--- src/rtl/semi_auto_sequencer_if.sv ---
// Driver command / motor status bundle of the semi-auto sequencer.
//   master : front-end side (drives enable and the one-cycle command pulses)
//   slave  : sequencer side (drives motor controls, heading and queue status)
//   enable, turn_left, turn_right, go_straight, turn_back  master -> slave
//   move_forward, rotate, clockwise, cur[1:0], busy,
//   q_count[QW-1:0], cmd_drop                              slave -> master
interface semi_auto_sequencer_if #(
   parameter int unsigned DEPTH = 4
);
   localparam int unsigned QW = $clog2(DEPTH + 1);

   logic          enable;
   logic          turn_left;
   logic          turn_right;
   logic          go_straight;
   logic          turn_back;
   logic          move_forward;
   logic          rotate;
   logic          clockwise;
   logic [1:0]    cur;
   logic          busy;
   logic [QW-1:0] q_count;
   logic          cmd_drop;

   modport master (
      output enable, turn_left, turn_right, go_straight, turn_back,
      input  move_forward, rotate, clockwise, cur, busy, q_count, cmd_drop
   );

   modport slave (
      input  enable, turn_left, turn_right, go_straight, turn_back,
      output move_forward, rotate, clockwise, cur, busy, q_count, cmd_drop
   );
endinterface

--- src/rtl/semi_auto_sequencer.sv ---
// Queues driver commands and runs each as a timed manoeuvre (rotate, then
// drive forward) while tracking the absolute heading.
//   clk, rst_n : clock (rising edge), asynchronous active-low reset
//   io_bus     : slave side of semi_auto_sequencer_if (commands in, motor
//                controls / heading / queue status out, all registered)
module semi_auto_sequencer #(
   parameter int unsigned TURN_CYCLES = 50_000_000,
   parameter int unsigned FWD_CYCLES  = 100_000_000,
   parameter int unsigned DEPTH       = 4,
   parameter int unsigned CNT_W       = 32
) (
   input  logic                  clk,
   input  logic                  rst_n,
   semi_auto_sequencer_if.slave  io_bus
);
   localparam int unsigned QW = $clog2(DEPTH + 1);

   localparam logic [CNT_W-1:0] TURN_LAST = CNT_W'(TURN_CYCLES - 1);
   localparam logic [CNT_W-1:0] BACK_LAST = CNT_W'(2 * TURN_CYCLES - 1);
   localparam logic [CNT_W-1:0] FWD_LAST  = CNT_W'(FWD_CYCLES - 1);

   localparam logic [1:0] CMD_S = 2'b00;
   localparam logic [1:0] CMD_L = 2'b01;
   localparam logic [1:0] CMD_R = 2'b10;
   localparam logic [1:0] CMD_B = 2'b11;

   typedef enum logic [1:0] {
      ST_IDLE = 2'd0,
      ST_WAIT = 2'd1,
      ST_TURN = 2'd2,
      ST_FWD  = 2'd3
   } state_t;

   state_t           r_state, w_state_nxt;
   logic [CNT_W-1:0] r_timer, w_timer_nxt;
   logic [1:0]       r_dir,   w_dir_nxt;
   logic [1:0]       r_cur,   w_cur_nxt;
   logic [1:0]       r_mem [DEPTH];
   logic [1:0]       w_mem_nxt [DEPTH];
   logic [QW-1:0]    r_count, w_count_nxt, w_wr_idx;
   logic             w_pop, w_push, w_full, w_cmd_req, w_drop;
   logic [1:0]       w_cmd;
   logic             r_move, r_rotate, r_cw, r_busy, r_drop;
   logic             w_move_nxt, w_rotate_nxt, w_cw_nxt, w_busy_nxt;

   // Heading change applied when a turn completes (2-bit wrap).
   function automatic logic [1:0] heading_step(input logic [1:0] dir);
      case (dir)
         CMD_L:   return 2'd3;
         CMD_R:   return 2'd1;
         CMD_B:   return 2'd2;
         default: return 2'd0;
      endcase
   endfunction

   // Command pick: left > right > straight > back; losers vanish silently.
   always_comb begin
      w_cmd     = CMD_S;
      w_cmd_req = 1'b0;
      if (io_bus.enable && r_state != ST_IDLE) begin
         w_cmd_req = 1'b1;
         if (io_bus.turn_left)        w_cmd = CMD_L;
         else if (io_bus.turn_right)  w_cmd = CMD_R;
         else if (io_bus.go_straight) w_cmd = CMD_S;
         else if (io_bus.turn_back)   w_cmd = CMD_B;
         else                         w_cmd_req = 1'b0;
      end
   end

   // Next-state logic; the head is popped only from WAIT, so a fresh
   // command always spends one cycle in the queue.
   always_comb begin
      w_state_nxt = r_state;
      w_timer_nxt = r_timer;
      w_dir_nxt   = r_dir;
      w_cur_nxt   = r_cur;
      w_pop       = 1'b0;
      if (!io_bus.enable) begin
         w_state_nxt = ST_IDLE;
         w_timer_nxt = '0;
      end else begin
         case (r_state)
            ST_WAIT: begin
               if (r_count != '0) begin
                  w_pop     = 1'b1;
                  w_dir_nxt = r_mem[0];
                  case (r_mem[0])
                     CMD_S: begin
                        w_state_nxt = ST_FWD;
                        w_timer_nxt = FWD_LAST;
                     end
                     CMD_B: begin
                        w_state_nxt = ST_TURN;
                        w_timer_nxt = BACK_LAST;
                     end
                     default: begin
                        w_state_nxt = ST_TURN;
                        w_timer_nxt = TURN_LAST;
                     end
                  endcase
               end
            end
            ST_TURN: begin
               if (r_timer == '0) begin
                  w_cur_nxt   = r_cur + heading_step(r_dir);
                  w_state_nxt = ST_FWD;
                  w_timer_nxt = FWD_LAST;
               end else begin
                  w_timer_nxt = r_timer - CNT_W'(1);
               end
            end
            ST_FWD: begin
               if (r_timer == '0) w_state_nxt = ST_WAIT;
               else               w_timer_nxt = r_timer - CNT_W'(1);
            end
            default: w_state_nxt = ST_WAIT;
         endcase
      end
   end

   // Shift-register queue: head at index 0; a full queue still accepts a
   // push when the head leaves in the same cycle.
   always_comb begin
      w_full    = (r_count == QW'(DEPTH));
      w_push    = w_cmd_req && (!w_full || w_pop);
      w_drop    = w_cmd_req && w_full && !w_pop;
      w_wr_idx  = w_pop ? (r_count - QW'(1)) : r_count;
      w_mem_nxt = r_mem;
      if (w_pop) begin
         for (int unsigned i = 0; i + 1 < DEPTH; i++) w_mem_nxt[i] = r_mem[i+1];
      end
      if (w_push) begin
         for (int unsigned i = 0; i < DEPTH; i++) begin
            if (w_wr_idx == QW'(i)) w_mem_nxt[i] = w_cmd;
         end
      end
      if (!io_bus.enable) w_count_nxt = '0;
      else                w_count_nxt = r_count + QW'(w_push) - QW'(w_pop);
   end

   // Output decode from the next state so the registered outputs line up
   // with the state they describe.
   always_comb begin
      w_move_nxt   = 1'b0;
      w_rotate_nxt = 1'b0;
      w_cw_nxt     = 1'b0;
      case (w_state_nxt)
         ST_TURN: begin
            w_rotate_nxt = 1'b1;
            w_cw_nxt     = (w_dir_nxt != CMD_L);
         end
         ST_FWD:  w_move_nxt = 1'b1;
         default: ;
      endcase
      w_busy_nxt = (w_state_nxt == ST_TURN) || (w_state_nxt == ST_FWD) ||
                   (w_count_nxt != '0);
   end

   // State register with manoeuvre timer, latched direction and heading.
   always_ff @(posedge clk or negedge rst_n) begin
      if (!rst_n) begin
         r_state <= ST_IDLE;
         r_timer <= '0;
         r_dir   <= CMD_S;
         r_cur   <= 2'd0;
      end else begin
         r_state <= w_state_nxt;
         r_timer <= w_timer_nxt;
         r_dir   <= w_dir_nxt;
         r_cur   <= w_cur_nxt;
      end
   end

   // Queue storage.
   always_ff @(posedge clk or negedge rst_n) begin
      if (!rst_n) begin
         r_mem   <= '{default: 2'b00};
         r_count <= '0;
      end else begin
         r_mem   <= w_mem_nxt;
         r_count <= w_count_nxt;
      end
   end

   // Output registers.
   always_ff @(posedge clk or negedge rst_n) begin
      if (!rst_n) begin
         r_move   <= 1'b0;
         r_rotate <= 1'b0;
         r_cw     <= 1'b0;
         r_busy   <= 1'b0;
         r_drop   <= 1'b0;
      end else begin
         r_move   <= w_move_nxt;
         r_rotate <= w_rotate_nxt;
         r_cw     <= w_cw_nxt;
         r_busy   <= w_busy_nxt;
         r_drop   <= w_drop;
      end
   end

   assign io_bus.move_forward = r_move;
   assign io_bus.rotate       = r_rotate;
   assign io_bus.clockwise    = r_cw;
   assign io_bus.cur          = r_cur;
   assign io_bus.busy         = r_busy;
   assign io_bus.q_count      = r_count;
   assign io_bus.cmd_drop     = r_drop;
endmodule

--- src/flat_wrapper.sv ---
// flat-port wrapper written by rule: the top's interface ports become plain ports
module semi_auto_sequencer_flat 
#(
   parameter int unsigned TURN_CYCLES = 50_000_000,
   parameter int unsigned FWD_CYCLES  = 100_000_000,
   parameter int unsigned DEPTH       = 4,
   parameter int unsigned CNT_W       = 32
)
  (clk, rst_n, io_bus_enable, io_bus_turn_left, io_bus_turn_right, io_bus_go_straight, io_bus_turn_back, io_bus_move_forward, io_bus_rotate, io_bus_clockwise, io_bus_cur, io_bus_busy, io_bus_q_count, io_bus_cmd_drop);
  semi_auto_sequencer_if #(.DEPTH(DEPTH)) io_bus_i ();
  input  logic clk;
  input  logic rst_n;
  input wire logic [$bits(io_bus_i.enable)-1:0] io_bus_enable;
  input wire logic [$bits(io_bus_i.turn_left)-1:0] io_bus_turn_left;
  input wire logic [$bits(io_bus_i.turn_right)-1:0] io_bus_turn_right;
  input wire logic [$bits(io_bus_i.go_straight)-1:0] io_bus_go_straight;
  input wire logic [$bits(io_bus_i.turn_back)-1:0] io_bus_turn_back;
  output wire logic [$bits(io_bus_i.move_forward)-1:0] io_bus_move_forward;
  output wire logic [$bits(io_bus_i.rotate)-1:0] io_bus_rotate;
  output wire logic [$bits(io_bus_i.clockwise)-1:0] io_bus_clockwise;
  output wire logic [$bits(io_bus_i.cur)-1:0] io_bus_cur;
  output wire logic [$bits(io_bus_i.busy)-1:0] io_bus_busy;
  output wire logic [$bits(io_bus_i.q_count)-1:0] io_bus_q_count;
  output wire logic [$bits(io_bus_i.cmd_drop)-1:0] io_bus_cmd_drop;
  assign io_bus_i.enable = io_bus_enable;
  assign io_bus_i.turn_left = io_bus_turn_left;
  assign io_bus_i.turn_right = io_bus_turn_right;
  assign io_bus_i.go_straight = io_bus_go_straight;
  assign io_bus_i.turn_back = io_bus_turn_back;
  assign io_bus_move_forward = io_bus_i.move_forward;
  assign io_bus_rotate = io_bus_i.rotate;
  assign io_bus_clockwise = io_bus_i.clockwise;
  assign io_bus_cur = io_bus_i.cur;
  assign io_bus_busy = io_bus_i.busy;
  assign io_bus_q_count = io_bus_i.q_count;
  assign io_bus_cmd_drop = io_bus_i.cmd_drop;
  semi_auto_sequencer #(.TURN_CYCLES(TURN_CYCLES), .FWD_CYCLES(FWD_CYCLES), .DEPTH(DEPTH), .CNT_W(CNT_W)) u_core (.clk(clk), .rst_n(rst_n), .io_bus(io_bus_i));
endmodule
--- config.mk ---
export PLATFORM = sky130hd
export DESIGN_NAME = semi_auto_sequencer_flat
export DESIGN_NICKNAME = d
export VERILOG_FILES = /design/src/rtl/semi_auto_sequencer_if.sv /design/src/rtl/semi_auto_sequencer.sv /design/src/flat_wrapper.sv
export SDC_FILE = /design/constraint.sdc
export NUM_CORES = 1
export LEC_CHECK = 0
export CORE_ASPECT_RATIO = 0.5
export CORE_MARGIN = 5
export CORE_UTILIZATION = 30
export CTS_CLUSTER_SIZE = 40
export DETAILED_ROUTE_END_ITERATION = 10
export HOLD_SLACK_MARGIN = 0.08
export SKIP_CTS_REPAIR_TIMING = 1
export SYNTH_ARGS = -nofsm -noshare
export SYNTH_HDL_FRONTEND = slang
export SYNTH_SLANG_ARGS = --single-unit
--- constraint.sdc ---
create_clock -name clk -period 6.9 [get_ports clk]
set_clock_uncertainty 0.2 [all_clocks]
set_input_delay 2.07 -clock clk [delete_from_list [all_inputs] [get_ports clk]]
set_output_delay 2.07 -clock clk [all_outputs]
set_load 0.02 [all_outputs]
# Yosys cells after proc, flatten, opt, wreduce, memory -nomap -nowiden

Index checks and enable logic that the tools add are counted.
W data, S select, Z words.

Register bits after elaboration: 54
Bits of input ports: 7
Output and inout bits: 10
Word-level logic and storage cells: 98

Add/sub/neg operators: 5
Equality and inequality tests: 17
Multiplexer cells: 43
Reductions and logical operators: 19

Operator list:

| kind                    | number |
|---|---|
| $mux W32                | 4 |
| $pmux W32 S3            | 1 |
| $mux W2                 | 19 |
| $logic_not A32 Y1       | 1 |
| $sub A32 B1 Y32 const B | 1 |
| $mux W27                | 1 |
| $eq A2 B2 Y1 const B    | 7 |
| $mux W1                 | 12 |
| $pmux W2 S3             | 2 |
| $mux W8                 | 1 |
| $eq A3 B2 Y1 const B    | 2 |
| $mux W3                 | 2 |
| $mux W6                 | 1 |
| $reduce_and A3 Y1       | 2 |
| $reduce_bool A3 Y1      | 2 |
| $eq A2 B1 Y1 const B    | 2 |
| $logic_and A1 B1 Y1     | 4 |
| $ne A4 B1 Y1 const B    | 1 |
| $add A3 B1 Y3           | 1 |
| $eq A3 B1 Y1 const B    | 1 |
| $eq A3 B3 Y1 const B    | 1 |
| $logic_not A3 Y1        | 1 |
| $logic_or A1 B1 Y1      | 3 |
| $ne A3 B2 Y1 const B    | 1 |
| 10 further kinds        | 11 |

# Longest topological paths before layout

Depth in word-level cells: 11
Depth in mapped cells: 14
Gate-level depth less buffers: 12

# Worst setup path after synthesis

No wires, ideal clock.

Path type: input to register
Start point: in io_bus_enable
End point: reg u_core.r_busy (netlist: u_core.io_bus.busy)
Setup time: 0.129 ns
Data arrival time: 4.313 ns
Required time: 6.571 ns
Slack: 2.258 ns
Cell stages on the path: 12
Buffers on the path: 3
Path through: clkbuf_8 and3_1 clkbuf_1 buf_2 ha_1 inv_1 ha_1 inv_1 fa_1 xnor2_1 xnor2_1 o41a_1

Longest elaborated chain between the ends: 8
Elaborated cells between the ends (all ways): 14
Those cells by class: add/sub: 2; eq/ne: 2; mux: 4; reduce/logical: 6

RTL lines:

| what                                           | line                                                  | source |
|---|---|---|
| start, declared                                | flat_wrapper.sv:13                                    | `input wire logic [$bits(io_bus_i.enable)-1:0] io_bus_enable;` |
| $logic_and A1 B1 Y1 or $mux W1 (tied branches) | semi_auto_sequencer.sv:60, semi_auto_sequencer.sv:78  |  |
| $mux W1 or $logic_or A1 B1 Y1 (tied branches)  | semi_auto_sequencer.sv:60, semi_auto_sequencer.sv:125 |  |
| $logic_and A1 B1 Y1                            | semi_auto_sequencer.sv:125                            | `w_push = w_cmd_req && (!w_full \|\| w_pop);` |
| $add A3 B1 Y3                                  | semi_auto_sequencer.sv:138                            | `else w_count_nxt = r_count + QW'(w_push) - QW'(w_pop);` |
| $sub A3 B1 Y3                                  | semi_auto_sequencer.sv:138                            |  |
| $mux W3                                        | semi_auto_sequencer.sv:137                            | `if (!io_bus.enable) w_count_nxt = '0;` |
| $reduce_bool A3 Y1                             | semi_auto_sequencer.sv:156                            | `(w_count_nxt != '0);` |
| $logic_or A1 B1 Y1 (*)                         | semi_auto_sequencer.sv:155                            | `w_busy_nxt = (w_state_nxt == ST_TURN) \|\| (w_state_nxt == ST_FWD) \|\|` |
| named net u_core.w_busy_nxt                    | semi_auto_sequencer.sv:44                             | `logic w_move_nxt, w_rotate_nxt, w_cw_nxt, w_busy_nxt;` |
| end signal, assigned                           | semi_auto_sequencer.sv:197                            | `r_busy <= w_busy_nxt;` |
| end, declared                                  | semi_auto_sequencer.sv:43                             | `logic r_move, r_rotate, r_cw, r_busy, r_drop;` |

Mark *: on every way through the listed nets, which the timed path passes. The rest lies on a longest branch.
A chain may end at the register's enable or synchronous reset.

# Worst setup path after layout

Ends and elaborated chain as after synthesis.

==> impl_metrics.json <==
{
  "peakVddDrop_uv": 156,
  "max-cap-violations": 0,
  "drive_above_1_share": 0.0989,
  "ys.flop_type": "dfrtp_1",
  "tritoncts": "built",
  "htree_levels": 2,
  "hold_depth": 1,
  "drt_iter0_drc": 279,
  "cts_num_sinks": 54,
  "worst_path_max_delay_cell": "and3_1",
  "path_cells": "clkdlybuf4s50_1 -> buf_4 -> and3_1 -> ha_1 -> inv_1 -> ha_1 -> inv_1 -> fa_1 -> xnor2_1 -> xnor2_1 -> o41a_1",
  "synthDistinctLibCells": 68,
  "power_density_nw_per_um2": 453,
  "synthToLayoutAreaGrowth_pct": 10.2,
  "drtAntennaViolNets": 0,
  "cp_max_fo": 18,
  "cp.required_ns": 6.87,
  "maxSlewViolCount": 0,
  "hp-class": "reg2reg",
  "outcome": "complete, no violations",
  "rrSetupSlack_ns": 2.91,
  "final_cell_area_um2": 3830,
  "clk_latency_ns": 0.30,
  "timing.setup.tns_ns": 0,
  "drt_pre_antenna_iters": 6,
  "finalWirelength_mm": 8.44,
  "min_period_ns": 5.08,
  "ys_async_sr_fraction": 1.00,
  "drc": 0,
  "yosysSeqAreaShare": 0.388,
  "timing.critical_path.max_delay_family": "adder cells",
  "clock_path_buffers": 2,
  "yosysWarnings": 0,
  "regArea_um2": 1350,
  "cp_num_buf_inv": 4,
  "multi_input_comb_area_um2": 1840,
  "die-width_um": 162,
  "antenna_cells": 0,
  "pin_count": 17,
  "finalHoldViolations": 0,
  "min_to": "u_core.io_bus.cur[1]$_DFFE_PN0P_",
  "gp_congestion": 0.871,
  "cts_root_buffer": "clkbuf_16",
  "worstSetupPathType": "in2reg",
  "rsz0062_at_grt": "false",
  "reg2reg_to": "u_core.io_bus.busy$_DFF_PN0_",
  "syn_nets": 375,
  "timing.fmax_mhz": 197,
  "cts_buffers": 5,
  "synth_edf_count": 0,
  "whs_ns": 0.274,
  "crit_path_end_kind": "register",
  "r2r_start": "u_core.r_state[1]$_DFF_PN0_",
  "grt_pass1_wl_mm": 14.2,
  "grt_max_degree": 55,
  "antenna_found_initial": 0,
  "start_util": 0.312,
  "overflow": 0,
  "hpwl_mm": 5.87,
  "final.fill_count": 1143,
  "power.leakage_nw": 1.56,
  "worst_pin_slew_ns": 1.12,
  "slowest_delay_ns": 0.62,
  "r2r.worst_path.cells": 10,
  "worstSetupPathDepth": 11,
  "fin_crit_sh": 0.736,
  "io_buffers": 16,
  "die_h_um": 86.2,
  "cp-start-kind": "input port",
  "syn_inst": 357,
  "dpl_cell_area_um2": 3670,
  "crit_arrival_ns": 5.05,
  "worstHoldStart": "u_core.io_bus.cur[1]$_DFFE_PN0P_",
  "vias_per_cell": 5.69,
  "slew_headroom": 0.249,
  "ys_seq_elements": 54,
  "fin_util": 0.344,
  "syn_area_per_cell_um2": 9.75,
  "core_region_area_um2": 11100,
  "cts.clk_slew.worst_paths_ns": 0.07,
  "die_area_um2": 14000,
  "post_drt_wl_per_cell_um": 16.6,
  "num_vias": 2895,
  "grt_usage": 0.123,
  "rows": 27,
  "syn_area_um2": 3480,
  "finalSetupViolations": 0,
  "grt_pass1_vias": 2797,
  "num-nets-final": 382
}
## placed cells by master, fill, tap and decap left out, drive strengths merged, types with 4 or more instances in the layout
cell,n
dfrtp,54
inv,32
nor2,24
nor3,22
a31oi,17
mux2i,16
clkdlybuf4s50,15
nand4,14
nor4,13
nand2,12
a21oi,12
nand3,11
or3,10
ha,10
or4,7
o2111a,6
o221ai,6
o211ai,6
clkbuf,5
o21ai,5
o21a,4
a41oi,4
buf,4
## cell type report
cell class,count,area share
tap,145,0.0473
clock inverter,2,0.0101
sequential,54,0.352
clock buffer,5,0.0326
multi-input combinational,252,0.480
inverter,32,0.0313
timing repair buffer,19,0.0463
## through the flow
| step | setup slack [ns] | total power [mW] | instances |
|---|---|---|---|
| after CTS | 1.79 | 1.74 | 509 |
| after detailed placement | 1.49 | 1.44 | 502 |
| after global placement | 1.56 | 1.44 | 502 |
| after global routing | 1.55 | 1.87 | 509 |
| final | 1.82 | 1.74 | 509 |
| after floorplan | 2.26 | 1.23 | 357 |
## layer usage
layer  GRT usage  part of all wire  up-vias
li1            -                 -     1379
met1       0.172              0.48     1381
met2       0.197              0.45      116
met3      0.0216             0.059       19
met4      0.0322             0.014        0
met5           0                 0        -
## how the worst max path moves through the flow
stage	start	endpoint	slack (ns)
final	io_bus_enable	u_core.io_bus.busy$_DFF_PN0_	1.82
after global routing	io_bus_enable	u_core.io_bus.busy$_DFF_PN0_	1.55
after CTS	io_bus_enable	u_core.io_bus.busy$_DFF_PN0_	1.79
after detailed placement	io_bus_enable	u_core.io_bus.busy$_DFF_PN0_	1.49
after global placement	io_bus_enable	u_core.io_bus.busy$_DFF_PN0_	1.56
after floorplan	io_bus_enable	u_core.io_bus.busy$_DFF_PN0_	2.26
## worst reg2reg max path: cells and delay by family, from the launching register on
kind            cells  cell delay [ns]
buf+inv             2             0.18
fa+ha+maj           3             0.90
compound gates      1             0.32
xor+xnor            2             0.29
simple gates        2             1.32
flops               1             0.67
## cells in the mapped netlist (all sizes together), types with 4 or more instances
library cell	count	area, um^2
nand2	12	45.0
clkbuf	6	62.6
nor3	22	126
o2111a	6	67.6
ha	10	125
or3	10	62.6
buf	13	105
o211ai	6	50.1
a31oi	17	106
nand4	14	93.8
or4	7	67.6
o221ai	6	52.6
a41oi	4	35.0
o21a	4	30.0
inv	32	120
o21ai	5	36.3
nand3	11	55.1
nor2	24	97.6
mux2i	16	160
dfrtp	54	1350
nor4	13	103
a21oi	12	63.8
## power breakdown
| group | internal, mW | total [mW] | leakage (nW) | switching, mW |
|---|---|---|---|---|
| clock network | 0.170 | 0.288 | 0.0799 | 0.118 |
| logic | 0.344 | 0.894 | 0.768 | 0.550 |
| registers | 0.425 | 0.555 | 0.709 | 0.130 |
## flip-flops by register name (all words and copies together), names as in the netlist
name,count
u_core.r_timer,32
u_core.r_mem,8
u_core.io_bus.q_count,3
u_core.io_bus.cur,2
u_core.r_dir,2
u_core.r_state,2
u_core.io_bus.busy,1
u_core.io_bus.clockwise,1
u_core.io_bus.cmd_drop,1
u_core.io_bus.move_forward,1
u_core.io_bus.rotate,1
## kinds of logic (layout without fill, tap and decap cells)
logic type	count (synthesis)	count (layout)	share of synthesized area
AND/OR/NAND/NOR	133	133	0.229
AO/OA/AOI/OAI	84	84	0.190
flip-flops	54	54	0.388
buffers and inverters	51	58	0.0827
multiplexers	19	19	0.0557
adder cells (fa/ha/maj)	11	11	0.0417
XOR/XNOR	5	5	0.0126
Power figures use the tool's default switching activity.
==> RTL edit, RTL diff (same flow settings) <==
Re-encode `state_t` (4 states) as one-hot, 4 bits wide.
--- a/src/rtl/semi_auto_sequencer.sv
+++ b/src/rtl/semi_auto_sequencer.sv
@@ -26,7 +26,7 @@
 
-   typedef enum logic [1:0] {
-      ST_IDLE = 2'd0,
-      ST_WAIT = 2'd1,
-      ST_TURN = 2'd2,
-      ST_FWD  = 2'd3
+   typedef enum logic [3:0] {
+      ST_IDLE = 4'b0001,
+      ST_WAIT = 4'b0010,
+      ST_TURN = 4'b0100,
+      ST_FWD  = 4'b1000
    } state_t;
Formal check against the unedited RTL: same outputs for any inputs over 10 cycles, from zero or initial values and one cycle with rst_n low; not proved beyond that.
==> RTL edit against the original RTL <==
Sequential cell count increased by 2. Cell area increased by 1.2%. Combinational power fell by 15%. Setup slack worse by 340 ps. Utilization up 0.51 points. Area after synthesis decreased by 1.0%. Total power fell by 14%. Routed wire length rose by 2.0%. Critical path type unchanged. Critical endpoint unchanged. Largest power group unchanged.
==> RTL edit: results (changes against the original RTL) <==
The largest registers in the layout are u_core.r_timer: 32 flops, u_core.r_mem: 8 flops, u_core.r_state: 4 flops. The post-layout instance count excluding filler cells came out at 540 (+6.1%). The length in cells of the worst reg-to-reg path is 12 (+2). The fraction of registers with async set or reset after synthesis came to 100% (unchanged). The count of warnings emitted by yosys is 0 (unchanged). The clock root buffer is clkbuf_16. The maximum fanout along the worst path is 16 (-2).

The antenna cell count was 0 (unchanged). The number of enable-type register cells in the synthesized netlist came out at 0 (unchanged). The post-synthesis net count came out at 404 (+7.7%). The flow ran to the end, and the final reports show no timing, DRC or antenna violations. The type of the worst min-delay path is reg -> reg. Ranked by total cell area, the synthesized netlist is headed by dfrtp_1 40%, nor2_1 4.5%, mux2i_1 3.8%. The number of global-route vias before repair is 2,805 (+0.29%). The distinct cell type count of the synthesized netlist was 69 (+1.5%). The sequential share of the synthesized area is 40.7% (+1.9 points). The worst slack after detailed placement was 1160 ps (-333 ps).

The placed instance count came out at 532 (+6.0%). The H-tree depth reported by CTS came out at 2 (unchanged). The number of pins with negative max-slew slack in the final report is 0 (unchanged). The critical register-to-register path startpoint is u_core.r_state[3].

The fraction of final layout cells sized beyond drive strength 1 is 7.34% (-2.5 points). The normalized max-slew margin was 32.2% (+7.3 points). The count of filler cells inserted in the layout is 1,136 (-0.61%).

The commonest cells after synthesis are 55 x dfrtp_1, 41 x nor2_1, 24 x nand2_1, 22 x inv_1. The hold slack was 276 ps (+2.28 ps). The post-placement cell area is 3730 sq um (+1.5%).

The number of nets at the end of the flow came out at 412 (+7.9%). The pin count of the biggest net entering global routing came out at 57 (+3.6%). The worst reg-to-reg setup slack is 2930 ps (+20 ps). The cell count of the worst hold path is 1 (unchanged). The total clock buffers created by CTS came out at 5 (unchanged).

The number of buffers added on ports came out at 16 (unchanged). The per-cell via count in the routed design came out at 5.53 (-2.7%). The endpoint identified for the worst register-to-register timing path is u_core.io_bus.busy. The total global routing track utilization was 13.0% (+0.74 points). The half-perimeter wire length after placement came out at 6160 um (+4.9%). The leakage power figure is 1.79 nW (+15%).

The routability congestion estimate is 0.861 (-1.1%). The global-route wire length before repair came out at 14,800 um (+4.1%). The final wirelength is 8620 um (+2.0%). The detailed-routing iteration count for the pre-antenna-repair pass came out at 5 (-1). The worst hold path begins at u_core.io_bus.cur[1]. The mean instance size in the synthesized netlist came out at 8.92 sq um (-8.4%). The clock input transition at the sequential cells of the worst setup and hold paths is 80 ps. The initial detailed-routing violation count is 185 (-34%). The clock latency of the later-clocked register in the worst-skew pair came out at 300 ps (about the same). The number of buffers on the longest clock path came out at 2 (unchanged). The arrival time of the worst setup path is 5400 ps (+350 ps). The initial antenna violation count is 0 (unchanged).

The worst hold path terminates at u_core.io_bus.cur[1]. The largest voltage drop on the vdd net came out at 0.000139 V (-10%).
-- RTL edit: cells by family (layout without fill, tap and decap cells) --
family	after synthesis	count (layout)	share of synthesized area [%]
adder cells (fa/ha/maj)	11	11	4.21
AND/OR/NAND/NOR	172	172	27.9
multiplexers	14	14	4.21
AO/OA/AOI/OAI	88	88	17.1
flip-flops	56	56	40.7
buffers and inverters	40	49	4.54
XOR/XNOR	5	5	1.27
-- RTL edit: routing by layer --
metal	GRT usage [%]	vias to the layer above	share of wire, %
met4	2.48	0	0.66
li1	-	1439	-
met2	21.6	62	46
met1	18.2	1482	49
met5	0	-	0
met3	2.11	4	4.5
-- RTL edit: critical path: stages --
cell and delay (ps):
clkdlybuf4s50_1 840, nand3_1 600, inv_1 180, ha_1 260, inv_1 80, ha_1 140
inv_1 40, fa_1 370, xor2_1 160, and2_1 140, nor3_1 50, or4b_1 480
-- RTL edit: power by group --
part	total (mW)	switching (mW)	internal, mW
logic	0.757	0.476	0.281
registers	0.466	0.0700	0.396
clock network	0.273	0.132	0.140
-- RTL edit: final cells by class --
class                           instances  area, sq um  area share, %
Multi-Input combinational cell        290         1890           48.6
Sequential cell                        56         1400           36.1
Tap cell                              145          181           4.68
Timing Repair Buffer                   18          170           4.39
Clock buffer                            5          125           3.22
Inverter                               23         86.3           2.23
Clock inverter                          3         28.8          0.742
-- RTL edit: worst max path at each step --
stage / slack [ps] / cells after the start / endpoint / start
after floorplan: 2070 / 13 / u_core.io_bus.busy / io_bus_enable
after CTS: 1480 / 12 / u_core.io_bus.busy / io_bus_enable
final: 1480 / 12 / u_core.io_bus.busy / io_bus_enable
after global placement: 1220 / 12 / u_core.io_bus.busy / io_bus_enable
after detailed placement: 1160 / 12 / u_core.io_bus.busy / io_bus_enable
after global routing: 1110 / 12 / u_core.io_bus.busy / io_bus_enable
